**src/rtl/sigdump_pkg.sv**
```systemverilog
// Shared constants, state encodings and helpers for the compliance-signature dump controller.
package sigdump_pkg;

  localparam logic [2:0] SIGDUMP_OFS_TOHOST = 3'd0;
  localparam logic [2:0] SIGDUMP_OFS_BGN    = 3'd1;
  localparam logic [2:0] SIGDUMP_OFS_END    = 3'd2;
  localparam logic [2:0] SIGDUMP_OFS_STAT   = 3'd3;
  localparam logic [2:0] SIGDUMP_OFS_CHK    = 3'd4;

  localparam logic [1:0] HTRANS_IDLE   = 2'b00;
  localparam logic [1:0] HTRANS_NONSEQ = 2'b10;
  localparam logic [2:0] HSIZE_WORD    = 3'b010;

  typedef enum logic [1:0] {CS_IDLE, CS_READ, CS_PUSH, CS_FIN} ctrl_state_e;
  typedef enum logic [1:0] {RS_IDLE, RS_ADDR, RS_DATA} rd_state_e;

  // Number of words in [bgn, fin), zero for an empty or inverted range, capped at max_w.
  function automatic logic [31:0] word_count(input logic [31:0] bgn, input logic [31:0] fin,
                                             input logic [31:0] max_w);
    logic [31:0] n;
    if (fin > bgn) n = (fin - bgn) >> 2;
    else           n = 32'd0;
    if (n > max_w) n = max_w;
    else           n = n;
    return n;
  endfunction

endpackage

```
**src/rtl/sigdump_if.sv**
```systemverilog
// Bus bundle for sigdump_ctrl: AHB-Lite slave, AHB-Lite read master, signature stream and DONE.
interface sigdump_if;
  logic        S_HSEL;
  logic [1:0]  S_HTRANS;
  logic        S_HWRITE;
  logic [2:0]  S_HSIZE;
  logic [31:0] S_HADDR;
  logic [31:0] S_HWDATA;
  logic        S_HREADY;
  logic        S_HREADYOUT;
  logic        S_HRESP;
  logic [31:0] S_HRDATA;
  logic [1:0]  M_HTRANS;
  logic [31:0] M_HADDR;
  logic [2:0]  M_HSIZE;
  logic        M_HWRITE;
  logic [31:0] M_HRDATA;
  logic        M_HREADY;
  logic        M_HRESP;
  logic        SIG_VALID;
  logic [31:0] SIG_DATA;
  logic        SIG_LAST;
  logic        SIG_READY;
  logic        DONE;

  modport slave (
    input  S_HSEL, S_HTRANS, S_HWRITE, S_HSIZE, S_HADDR, S_HWDATA, S_HREADY,
    output S_HREADYOUT, S_HRESP, S_HRDATA,
    output M_HTRANS, M_HADDR, M_HSIZE, M_HWRITE,
    input  M_HRDATA, M_HREADY, M_HRESP,
    output SIG_VALID, SIG_DATA, SIG_LAST, DONE,
    input  SIG_READY
  );

  modport master (
    output S_HSEL, S_HTRANS, S_HWRITE, S_HSIZE, S_HADDR, S_HWDATA, S_HREADY,
    input  S_HREADYOUT, S_HRESP, S_HRDATA,
    input  M_HTRANS, M_HADDR, M_HSIZE, M_HWRITE,
    output M_HRDATA, M_HREADY, M_HRESP,
    input  SIG_VALID, SIG_DATA, SIG_LAST, DONE,
    output SIG_READY
  );
endinterface

```
**src/rtl/sigdump_ahbm_rd.sv**
```systemverilog
// Single-word AHB-Lite read engine: a req pulse in idle launches one NONSEQ read, ack pulses
// when the data phase completes, with rdata/err valid in that cycle.
module sigdump_ahbm_rd
  import sigdump_pkg::*;
(
  input  logic        clk,
  input  logic        rst_n,
  input  logic        req,
  input  logic [31:0] addr,
  output logic        ack,
  output logic [31:0] rdata,
  output logic        err,
  output logic [1:0]  m_htrans,
  output logic [31:0] m_haddr,
  input  logic [31:0] m_hrdata,
  input  logic        m_hready,
  input  logic        m_hresp
);

  rd_state_e   state_q, state_d;
  logic [31:0] addr_q, addr_d;

  // Next state: address phase holds until HREADY, data phase completes on HREADY.
  always_comb begin
    state_d = state_q;
    addr_d  = addr_q;
    ack     = 1'b0;
    case (state_q)
      RS_IDLE: begin
        if (req) begin
          state_d = RS_ADDR;
          addr_d  = addr;
        end else begin
          state_d = RS_IDLE;
        end
      end
      RS_ADDR: begin
        if (m_hready) state_d = RS_DATA;
        else          state_d = RS_ADDR;
      end
      RS_DATA: begin
        if (m_hready) begin
          ack     = 1'b1;
          state_d = RS_IDLE;
        end else begin
          state_d = RS_DATA;
        end
      end
      default: state_d = RS_IDLE;
    endcase
  end

  // State and address registers.
  always_ff @(posedge clk or negedge rst_n) begin
    if (!rst_n) begin
      state_q <= RS_IDLE;
      addr_q  <= 32'h0000_0000;
    end else begin
      state_q <= state_d;
      addr_q  <= addr_d;
    end
  end

  assign m_htrans = (state_q == RS_ADDR) ? HTRANS_NONSEQ : HTRANS_IDLE;
  assign m_haddr  = addr_q;
  assign rdata    = m_hrdata;
  assign err      = m_hresp;

endmodule

```
**src/rtl/sigdump_ctrl.sv**
```systemverilog
// Compliance-signature dump controller: TOHOST write of 1 reads [DUMP_BGN, DUMP_END) over AHB-Lite
// and streams the words out. Define SIGDUMP_CHKSUM_EN to add the running checksum at offset 0x10.
module sigdump_ctrl
  import sigdump_pkg::*;
#(
  parameter logic [31:0] BGN_RST   = 32'h0000_0000,
  parameter logic [31:0] END_RST   = 32'h0000_0000,
  parameter int unsigned MAX_WORDS = 65536
) (
  input  logic     CLK,
  input  logic     RES_N,
  sigdump_if.slave bus
);

  ctrl_state_e state_q, state_d;
  logic        s_wr_q, s_wr_d, s_rd_q, s_rd_d;
  logic [2:0]  s_ofs_q, s_ofs_d;
  logic [31:0] tohost_q, tohost_d, bgn_q, bgn_d, end_q, end_d;
  logic [31:0] n_q, n_d, ptr_q, ptr_d, cnt_q, cnt_d;
  logic        done_q, done_d, err_q, err_d;
  logic        sig_valid_q, sig_valid_d, sig_last_q, sig_last_d;
  logic [31:0] sig_data_q, sig_data_d;
  logic        addr_ph_s, busy_s, start_s, hs_s;
  logic        rd_req_s, rd_ack_s, rd_err_s;
  logic [31:0] rd_addr_s, rd_data_s, chk_s, hrdata_s;
  logic        unused_addr_s;

  assign addr_ph_s = bus.S_HSEL && bus.S_HTRANS[1] && bus.S_HREADY;
  assign s_wr_d    = addr_ph_s && bus.S_HWRITE && (bus.S_HSIZE == HSIZE_WORD);
  assign s_rd_d    = addr_ph_s && !bus.S_HWRITE;
  assign s_ofs_d   = addr_ph_s ? bus.S_HADDR[4:2] : s_ofs_q;
  assign busy_s    = (state_q == CS_READ) || (state_q == CS_PUSH);
  assign start_s   = s_wr_q && (s_ofs_q == SIGDUMP_OFS_TOHOST) && (bus.S_HWDATA == 32'h0000_0001) && !busy_s;
  assign hs_s      = sig_valid_q && bus.SIG_READY;

  sigdump_ahbm_rd u_rd (
    .clk      (CLK),
    .rst_n    (RES_N),
    .req      (rd_req_s),
    .addr     (rd_addr_s),
    .ack      (rd_ack_s),
    .rdata    (rd_data_s),
    .err      (rd_err_s),
    .m_htrans (bus.M_HTRANS),
    .m_haddr  (bus.M_HADDR),
    .m_hrdata (bus.M_HRDATA),
    .m_hready (bus.M_HREADY),
    .m_hresp  (bus.M_HRESP)
  );

  // Register writes and dump sequencing; the read engine is kicked in the same cycle we leave IDLE/PUSH.
  always_comb begin
    state_d     = state_q;
    tohost_d    = tohost_q;
    bgn_d       = bgn_q;
    end_d       = end_q;
    n_d         = n_q;
    ptr_d       = ptr_q;
    cnt_d       = cnt_q;
    done_d      = done_q;
    err_d       = err_q;
    sig_valid_d = sig_valid_q;
    sig_last_d  = sig_last_q;
    sig_data_d  = sig_data_q;
    rd_req_s    = 1'b0;
    rd_addr_s   = ptr_q;
    if (s_wr_q) begin
      case (s_ofs_q)
        SIGDUMP_OFS_TOHOST: tohost_d = bus.S_HWDATA;
        SIGDUMP_OFS_BGN:    if (!busy_s) bgn_d = {bus.S_HWDATA[31:2], 2'b00}; else bgn_d = bgn_q;
        SIGDUMP_OFS_END:    if (!busy_s) end_d = {bus.S_HWDATA[31:2], 2'b00}; else end_d = end_q;
        default:            tohost_d = tohost_q;
      endcase
    end else begin
      tohost_d = tohost_q;
    end
    case (state_q)
      CS_IDLE, CS_FIN: begin
        if (start_s) begin
          done_d = 1'b0;
          err_d  = 1'b0;
          cnt_d  = 32'd0;
          n_d    = word_count(bgn_q, end_q, 32'(MAX_WORDS));
          if (n_d == 32'd0) begin
            done_d  = 1'b1;
            state_d = CS_FIN;
          end else begin
            ptr_d     = bgn_q;
            rd_req_s  = 1'b1;
            rd_addr_s = bgn_q;
            state_d   = CS_READ;
          end
        end else begin
          state_d = CS_IDLE;
        end
      end
      CS_READ: begin
        if (rd_ack_s && rd_err_s) begin
          err_d   = 1'b1;
          done_d  = 1'b1;
          state_d = CS_FIN;
        end else if (rd_ack_s) begin
          sig_data_d  = rd_data_s;
          sig_valid_d = 1'b1;
          sig_last_d  = (cnt_q + 32'd1 == n_q);
          state_d     = CS_PUSH;
        end else begin
          state_d = CS_READ;
        end
      end
      CS_PUSH: begin
        if (hs_s) begin
          sig_valid_d = 1'b0;
          sig_last_d  = 1'b0;
          cnt_d       = cnt_q + 32'd1;
          ptr_d       = ptr_q + 32'd4;
          if (sig_last_q) begin
            done_d  = 1'b1;
            state_d = CS_FIN;
          end else begin
            rd_req_s  = 1'b1;
            rd_addr_s = ptr_q + 32'd4;
            state_d   = CS_READ;
          end
        end else begin
          state_d = CS_PUSH;
        end
      end
      default: state_d = CS_IDLE;
    endcase
  end

  // All controller state; reset aborts any dump in flight.
  always_ff @(posedge CLK or negedge RES_N) begin
    if (!RES_N) begin
      state_q     <= CS_IDLE;
      s_wr_q      <= 1'b0;
      s_rd_q      <= 1'b0;
      s_ofs_q     <= 3'd0;
      tohost_q    <= 32'h0000_0000;
      bgn_q       <= BGN_RST;
      end_q       <= END_RST;
      n_q         <= 32'd0;
      ptr_q       <= 32'h0000_0000;
      cnt_q       <= 32'd0;
      done_q      <= 1'b0;
      err_q       <= 1'b0;
      sig_valid_q <= 1'b0;
      sig_last_q  <= 1'b0;
      sig_data_q  <= 32'h0000_0000;
    end else begin
      state_q     <= state_d;
      s_wr_q      <= s_wr_d;
      s_rd_q      <= s_rd_d;
      s_ofs_q     <= s_ofs_d;
      tohost_q    <= tohost_d;
      bgn_q       <= bgn_d;
      end_q       <= end_d;
      n_q         <= n_d;
      ptr_q       <= ptr_d;
      cnt_q       <= cnt_d;
      done_q      <= done_d;
      err_q       <= err_d;
      sig_valid_q <= sig_valid_d;
      sig_last_q  <= sig_last_d;
      sig_data_q  <= sig_data_d;
    end
  end

`ifdef SIGDUMP_CHKSUM_EN
  logic [31:0] chk_q, chk_d;

  // Running sum of accepted stream words, restarted with each dump.
  always_comb begin
    if (start_s)   chk_d = 32'd0;
    else if (hs_s) chk_d = chk_q + sig_data_q;
    else           chk_d = chk_q;
  end

  // Checksum register.
  always_ff @(posedge CLK or negedge RES_N) begin
    if (!RES_N) chk_q <= 32'd0;
    else        chk_q <= chk_d;
  end

  assign chk_s = chk_q;
`else
  assign chk_s = 32'd0;
`endif

  // Read mux driven from the captured address phase; only meaningful in a read data phase.
  always_comb begin
    hrdata_s = 32'h0000_0000;
    if (s_rd_q) begin
      case (s_ofs_q)
        SIGDUMP_OFS_TOHOST: hrdata_s = tohost_q;
        SIGDUMP_OFS_BGN:    hrdata_s = bgn_q;
        SIGDUMP_OFS_END:    hrdata_s = end_q;
        SIGDUMP_OFS_STAT:   hrdata_s = {cnt_q[15:0], 13'd0, err_q, done_q, busy_s};
        SIGDUMP_OFS_CHK:    hrdata_s = chk_s;
        default:            hrdata_s = 32'h0000_0000;
      endcase
    end else begin
      hrdata_s = 32'h0000_0000;
    end
  end

  assign bus.S_HRDATA    = hrdata_s;
  assign bus.S_HREADYOUT = 1'b1;
  assign bus.S_HRESP     = 1'b0;
  assign bus.M_HSIZE     = HSIZE_WORD;
  assign bus.M_HWRITE    = 1'b0;
  assign bus.SIG_VALID   = sig_valid_q;
  assign bus.SIG_DATA    = sig_data_q;
  assign bus.SIG_LAST    = sig_last_q;
  assign bus.DONE        = done_q;
  assign unused_addr_s   = ^{bus.S_HADDR[31:5], bus.S_HADDR[1:0]};

endmodule

```
**src/flat_wrapper.sv**
```systemverilog
// flat-port wrapper written by rule: the top's interface ports become plain ports
module sigdump_ctrl_flat import sigdump_pkg::*;
#(
  parameter logic [31:0] BGN_RST   = 32'h0000_0000,
  parameter logic [31:0] END_RST   = 32'h0000_0000,
  parameter int unsigned MAX_WORDS = 65536
)
  (CLK, RES_N, bus_S_HSEL, bus_S_HTRANS, bus_S_HWRITE, bus_S_HSIZE, bus_S_HADDR, bus_S_HWDATA, bus_S_HREADY, bus_S_HREADYOUT, bus_S_HRESP, bus_S_HRDATA, bus_M_HTRANS, bus_M_HADDR, bus_M_HSIZE, bus_M_HWRITE, bus_M_HRDATA, bus_M_HREADY, bus_M_HRESP, bus_SIG_VALID, bus_SIG_DATA, bus_SIG_LAST, bus_DONE, bus_SIG_READY);
  sigdump_if bus_i ();
  input  logic CLK;
  input  logic RES_N;
  input wire logic [$bits(bus_i.S_HSEL)-1:0] bus_S_HSEL;
  input wire logic [$bits(bus_i.S_HTRANS)-1:0] bus_S_HTRANS;
  input wire logic [$bits(bus_i.S_HWRITE)-1:0] bus_S_HWRITE;
  input wire logic [$bits(bus_i.S_HSIZE)-1:0] bus_S_HSIZE;
  input wire logic [$bits(bus_i.S_HADDR)-1:0] bus_S_HADDR;
  input wire logic [$bits(bus_i.S_HWDATA)-1:0] bus_S_HWDATA;
  input wire logic [$bits(bus_i.S_HREADY)-1:0] bus_S_HREADY;
  output wire logic [$bits(bus_i.S_HREADYOUT)-1:0] bus_S_HREADYOUT;
  output wire logic [$bits(bus_i.S_HRESP)-1:0] bus_S_HRESP;
  output wire logic [$bits(bus_i.S_HRDATA)-1:0] bus_S_HRDATA;
  output wire logic [$bits(bus_i.M_HTRANS)-1:0] bus_M_HTRANS;
  output wire logic [$bits(bus_i.M_HADDR)-1:0] bus_M_HADDR;
  output wire logic [$bits(bus_i.M_HSIZE)-1:0] bus_M_HSIZE;
  output wire logic [$bits(bus_i.M_HWRITE)-1:0] bus_M_HWRITE;
  input wire logic [$bits(bus_i.M_HRDATA)-1:0] bus_M_HRDATA;
  input wire logic [$bits(bus_i.M_HREADY)-1:0] bus_M_HREADY;
  input wire logic [$bits(bus_i.M_HRESP)-1:0] bus_M_HRESP;
  output wire logic [$bits(bus_i.SIG_VALID)-1:0] bus_SIG_VALID;
  output wire logic [$bits(bus_i.SIG_DATA)-1:0] bus_SIG_DATA;
  output wire logic [$bits(bus_i.SIG_LAST)-1:0] bus_SIG_LAST;
  output wire logic [$bits(bus_i.DONE)-1:0] bus_DONE;
  input wire logic [$bits(bus_i.SIG_READY)-1:0] bus_SIG_READY;
  assign bus_i.S_HSEL = bus_S_HSEL;
  assign bus_i.S_HTRANS = bus_S_HTRANS;
  assign bus_i.S_HWRITE = bus_S_HWRITE;
  assign bus_i.S_HSIZE = bus_S_HSIZE;
  assign bus_i.S_HADDR = bus_S_HADDR;
  assign bus_i.S_HWDATA = bus_S_HWDATA;
  assign bus_i.S_HREADY = bus_S_HREADY;
  assign bus_S_HREADYOUT = bus_i.S_HREADYOUT;
  assign bus_S_HRESP = bus_i.S_HRESP;
  assign bus_S_HRDATA = bus_i.S_HRDATA;
  assign bus_M_HTRANS = bus_i.M_HTRANS;
  assign bus_M_HADDR = bus_i.M_HADDR;
  assign bus_M_HSIZE = bus_i.M_HSIZE;
  assign bus_M_HWRITE = bus_i.M_HWRITE;
  assign bus_i.M_HRDATA = bus_M_HRDATA;
  assign bus_i.M_HREADY = bus_M_HREADY;
  assign bus_i.M_HRESP = bus_M_HRESP;
  assign bus_SIG_VALID = bus_i.SIG_VALID;
  assign bus_SIG_DATA = bus_i.SIG_DATA;
  assign bus_SIG_LAST = bus_i.SIG_LAST;
  assign bus_DONE = bus_i.DONE;
  assign bus_i.SIG_READY = bus_SIG_READY;
  sigdump_ctrl #(.BGN_RST(BGN_RST), .END_RST(END_RST), .MAX_WORDS(MAX_WORDS)) u_core (.CLK(CLK), .RES_N(RES_N), .bus(bus_i));
endmodule
```
**config.mk**
```make
export PLATFORM = sky130hd
export DESIGN_NAME = sigdump_ctrl_flat
export DESIGN_NICKNAME = d
export VERILOG_FILES = /design/src/rtl/sigdump_pkg.sv /design/src/rtl/sigdump_if.sv /design/src/rtl/sigdump_ahbm_rd.sv /design/src/rtl/sigdump_ctrl.sv /design/src/flat_wrapper.sv
export SDC_FILE = /design/constraint.sdc
export NUM_CORES = 1
export LEC_CHECK = 0
export ABC_AREA = 1
export BUFFER_PORTS_ARGS = -buffer_cell sky130_fd_sc_hd__buf_4
export CELL_PAD_IN_SITES_DETAIL_PLACEMENT = 1
export CELL_PAD_IN_SITES_GLOBAL_PLACEMENT = 2
export CORE_MARGIN = 1.5
export CORE_UTILIZATION = 33
export CTS_CLUSTER_SIZE = 24
export DETAILED_ROUTE_END_ITERATION = 8
export HOLD_SLACK_MARGIN = 0.15
export PLACE_DENSITY = 0.84
export SYNTH_ARGS = -nofsm -noshare
export SYNTH_HDL_FRONTEND = slang
export SYNTH_SLANG_ARGS = --single-unit
```
**constraint.sdc**
```tcl
create_clock -name CLK -period 4.5 [get_ports CLK]
set_input_delay 0.225 -clock CLK [delete_from_list [all_inputs] [get_ports CLK]]
set_output_delay 0.225 -clock CLK [all_outputs]
set_load 0.03 [all_outputs]
```
==> flow_summary.ini <==
[status]
status = complete, no violations

[pwr]
powerDensity_nw_per_um2 = 413
static-leakage-power_nw = 11.3
vdd_drop_max_v = 0.000276

[logic_synthesis]
synth_compound_area_frac = 0.128
synthSimpleGateAreaFrac = 0.289
synthFlopType = dfrtp_1
synth-xor-area-share = 0.0364
synthArstFlopShare = 1.00
avgSynthCellArea_um2 = 7.14
syn_area_um2 = 16600
synth_top_family_by_area = simple AND/OR/NAND/NOR gates
yosysWarnings = 0
synth-adder-area-share = 0.0269
synth_enable_flop_cells = 0
netlist_instances = 2323
synth-seq-cells = 263
synth_mux_area_frac = 0.0224
yosysSeqAreaShare = 0.397
ys_types = 51

[floorplan]
fp.dieArea_um2 = 51600
initial_core_util = 0.337
dieHeight_um = 227
io_pins = 216
core_area_um2 = 49300
rows = 81
dieWidth_um = 227

[min_path]
hold-path-cell-count = 3
min-delay-start = bus_S_HTRANS[1]
min_to = u_core.s_ofs_q[2]
hold_class = primary input to register

[drt]
num_vias = 16700
drt_first_pass_iters = 7
drt_iter0_markers = 1103
drtAntennaViolNets = 0
detail_route.wirelength_um = 65500
drc_errors = 0
wl_per_cell_um = 20.1
via_per_inst = 5.14

[placed_design]
gp_congestion = 0.904
io_buffers = 178
dpl.hpwl_um = 48200

[clock_tree]
cts_tree = done
ctsRootBufferMaster = clkbuf_16
clkTransAtPathRegs_ns = 0.06
htreeDepth = 1
cts_setup_buffers = 0
numCtsBuffers = 31
clk_latency_ns = 0.58
clockBufferDepth = 3
cts.sinks = 263

[worst_setup_path]
r2r-start = u_core.bgn_q[13]
r2r_cells = 26
critical_path.max_stage_delay_ns = 0.39
worst-endpoint-required_ns = 4.94
crit_top_cell = nand2_1
end_kind = register
worstPathMaxFanout = 31
cp_num_buf_inv = 4
r2r_slack_ns = 0.34
start_kind = register
worstSetupPathType = register to register
crit_family = simple AND/OR/NAND/NOR gates
slowest_stage = ha_1
crit_arrival_ns = 4.60
rr_endpoint = u_core.ptr_q[21]

[global_route]
grt_remaining_overflow = 0
grt_usage = 0.257
antenna_found_initial = 0
grt_pass1_vias = 17800
grt_max_degree = 113
grt_pass1_wl_um = 102000

[sta]
maxClockFrequency_mhz = 240
clock_skew_ns = 0.0202
setup_tns_ns = 0
slew_violations = 0
relSlewSlack = 0.158
setup_viol = 0
layout_min_cycle_time_ns = 4.16
finalHoldViolations = 0
fin_crit_sh = 0.925
worstMarginPinSlew_ns = 1.26

[flow_run]
maxCapViolCount = 0

[finish]
finalCoreUtilization = 0.417
drive_above_1_share = 0.130
fill_cells = 6106
area_growth_pct = 23.8
final_nets = 2714
insertedDiodeCount = 0
-- repair_timing --
action	CTS	global route
resized for setup	0	3
hold buffers	77	0
endpoints found under the setup margin	0	34
hold endpoints to repair	227	0
-- registers in the layout, indices dropped and copies added, names as in the netlist --
signal,cells
u_core.bus.SIG_LAST,1
u_core.bgn_q,30
u_core.bus.DONE,1
u_core.s_wr_q,1
u_core.tohost_q,32
u_core.s_rd_q,1
u_core.ptr_q,32
u_core.n_q,30
u_core.s_ofs_q,3
u_core.state_q,2
u_core.u_rd.state_q,2
u_core.bus.SIG_VALID,1
u_core.cnt_q,32
u_core.u_rd.m_haddr,32
u_core.end_q,30
u_core.err_q,1
u_core.bus.SIG_DATA,32
-- report_power, final --
part	switching, W	internal, W	total, W
clock network	0.00103	0.00148	0.00251
registers	0.000179	0.00254	0.00272
logic	0.00222	0.00102	0.00325
total	0.00343	0.00505	0.00848
-- worst max path at each step --
stage,start,to,depth (start not counted)
3_3_place_gp,u_core.bgn_q[25],u_core.u_rd.m_haddr[28],21
6_report,u_core.bgn_q[13],u_core.ptr_q[21],26
5_1_grt,u_core.bgn_q[13],u_core.u_rd.m_haddr[28],25
3_5_place_dp,u_core.bgn_q[6],u_core.u_rd.m_haddr[28],21
2_1_floorplan,u_core.end_q[2],u_core.u_rd.m_haddr[10],26
4_1_cts,u_core.bgn_q[6],u_core.u_rd.m_haddr[28],21
-- cells by family (layout without fill, tap and decap cells) --
| kind of cell | Yosys count | in the layout |
|---|---|---|
| and+or+nand+nor | 1129 | 1130 |
| buffers and inverters | 424 | 685 |
| AOI/OAI and AO/OA | 368 | 368 |
| DFF | 263 | 263 |
| xor gates and xnor gates | 69 | 69 |
| adders and majority gates | 35 | 35 |
| muxes | 33 | 33 |
| other | 2 | 7 |
-- through the flow --
step | hold slack (ns) | setup slack (ns) | power (W) | cell area, um2 | instances
global route | 0.238 | -0.00469 | 0.00905 | 20500 | 3254
global placement | 0.314 | 0.335 | 0.00583 | 18700 | 3123
finish | 0.231 | 0.336 | 0.00848 | 20500 | 3254
floorplan | -0.0706 | 1.30 | 0.00486 | 16600 | 2328
CTS | 0.169 | 0.222 | 0.00850 | 20500 | 3253
detailed placement | 0.316 | 0.263 | 0.00590 | 18700 | 3123
-- worst min-delay path, cell delays in order --
cell	delay, ns
buf_4	0.11
nand3_1	0.23
mux2_2	0.21
-- metal layers --
layer / share of wire / track usage / wire, um / up-vias
li1: - / - / - / 8011
met4: 0.033 / 0.0805 / 2150 / 0
met3: 0.054 / 0.0427 / 3520 / 105
met5: 0 / 0 / 0 / -
met1: 0.44 / 0.334 / 28900 / 8190
met2: 0.47 / 0.434 / 30900 / 435
-- Yosys cell counts, types with 3 or more instances --
cell type,instances,area (um2)
nand3_1,170,851
or2_2,5,31.3
buf_4,9,67.6
a221oi_1,17,149
a21oi_1,93,465
mux2_2,33,372
nand2_1,646,2420
nor4_1,28,175
nor3_1,26,130
nor2_1,188,706
dfrtp_1,263,6580
o21bai_1,4,30.0
o221ai_1,5,43.8
nand2_2,4,25.0
nor2_2,3,18.8
clkbuf_1,59,221
clkinv_1,6,22.5
nand3b_1,10,75.1
o32ai_1,4,35.0
nand4_1,37,231
buf_2,8,40.0
xnor2_1,5,43.8
o22ai_1,34,213
a32o_1,3,30.0
o21ai_0,165,826
buf_1,8,30.0
a21o_1,3,22.5
nand2_4,4,45.0
inv_1,324,1220
xor2_1,64,561
o211ai_1,26,195
inv_2,7,26.3
o31ai_1,3,22.5
ha_1,34,425
buf_6,3,33.8
-- placed cells by master, fill, tap and decap left out, types with 6 or more instances in the layout --
cell and instances:
nand2_1 645, inv_1 324, dfrtp_1 263, buf_4 214, nor2_1 186, nand3_1 169
o21ai_0 165, a21oi_1 92, dlygate4sd3_1 77, xor2_1 64, nand4_1 37, o22ai_1 34
ha_1 34, mux2_2 33, clkbuf_16 31, nor4_1 27, o211ai_1 26, nor3_1 23
a221oi_1 17, nand3b_1 10, clkbuf_1 9, inv_2 7, conb_1 7, clkbuf_8 7
clkinv_1 6
-- cell type report --
class	instances	area, um2	share of cell area
Timing Repair Buffer	295	2440	0.119
Sequential cell	263	6580	0.320
Inverter	337	1260	0.0616
Clock inverter	6	82.6	0.00402
Tap cell	664	831	0.0405
Multi-Input combinational cell	1642	8430	0.410
Clock buffer	47	906	0.0441
(Power assumes the default switching activity.)
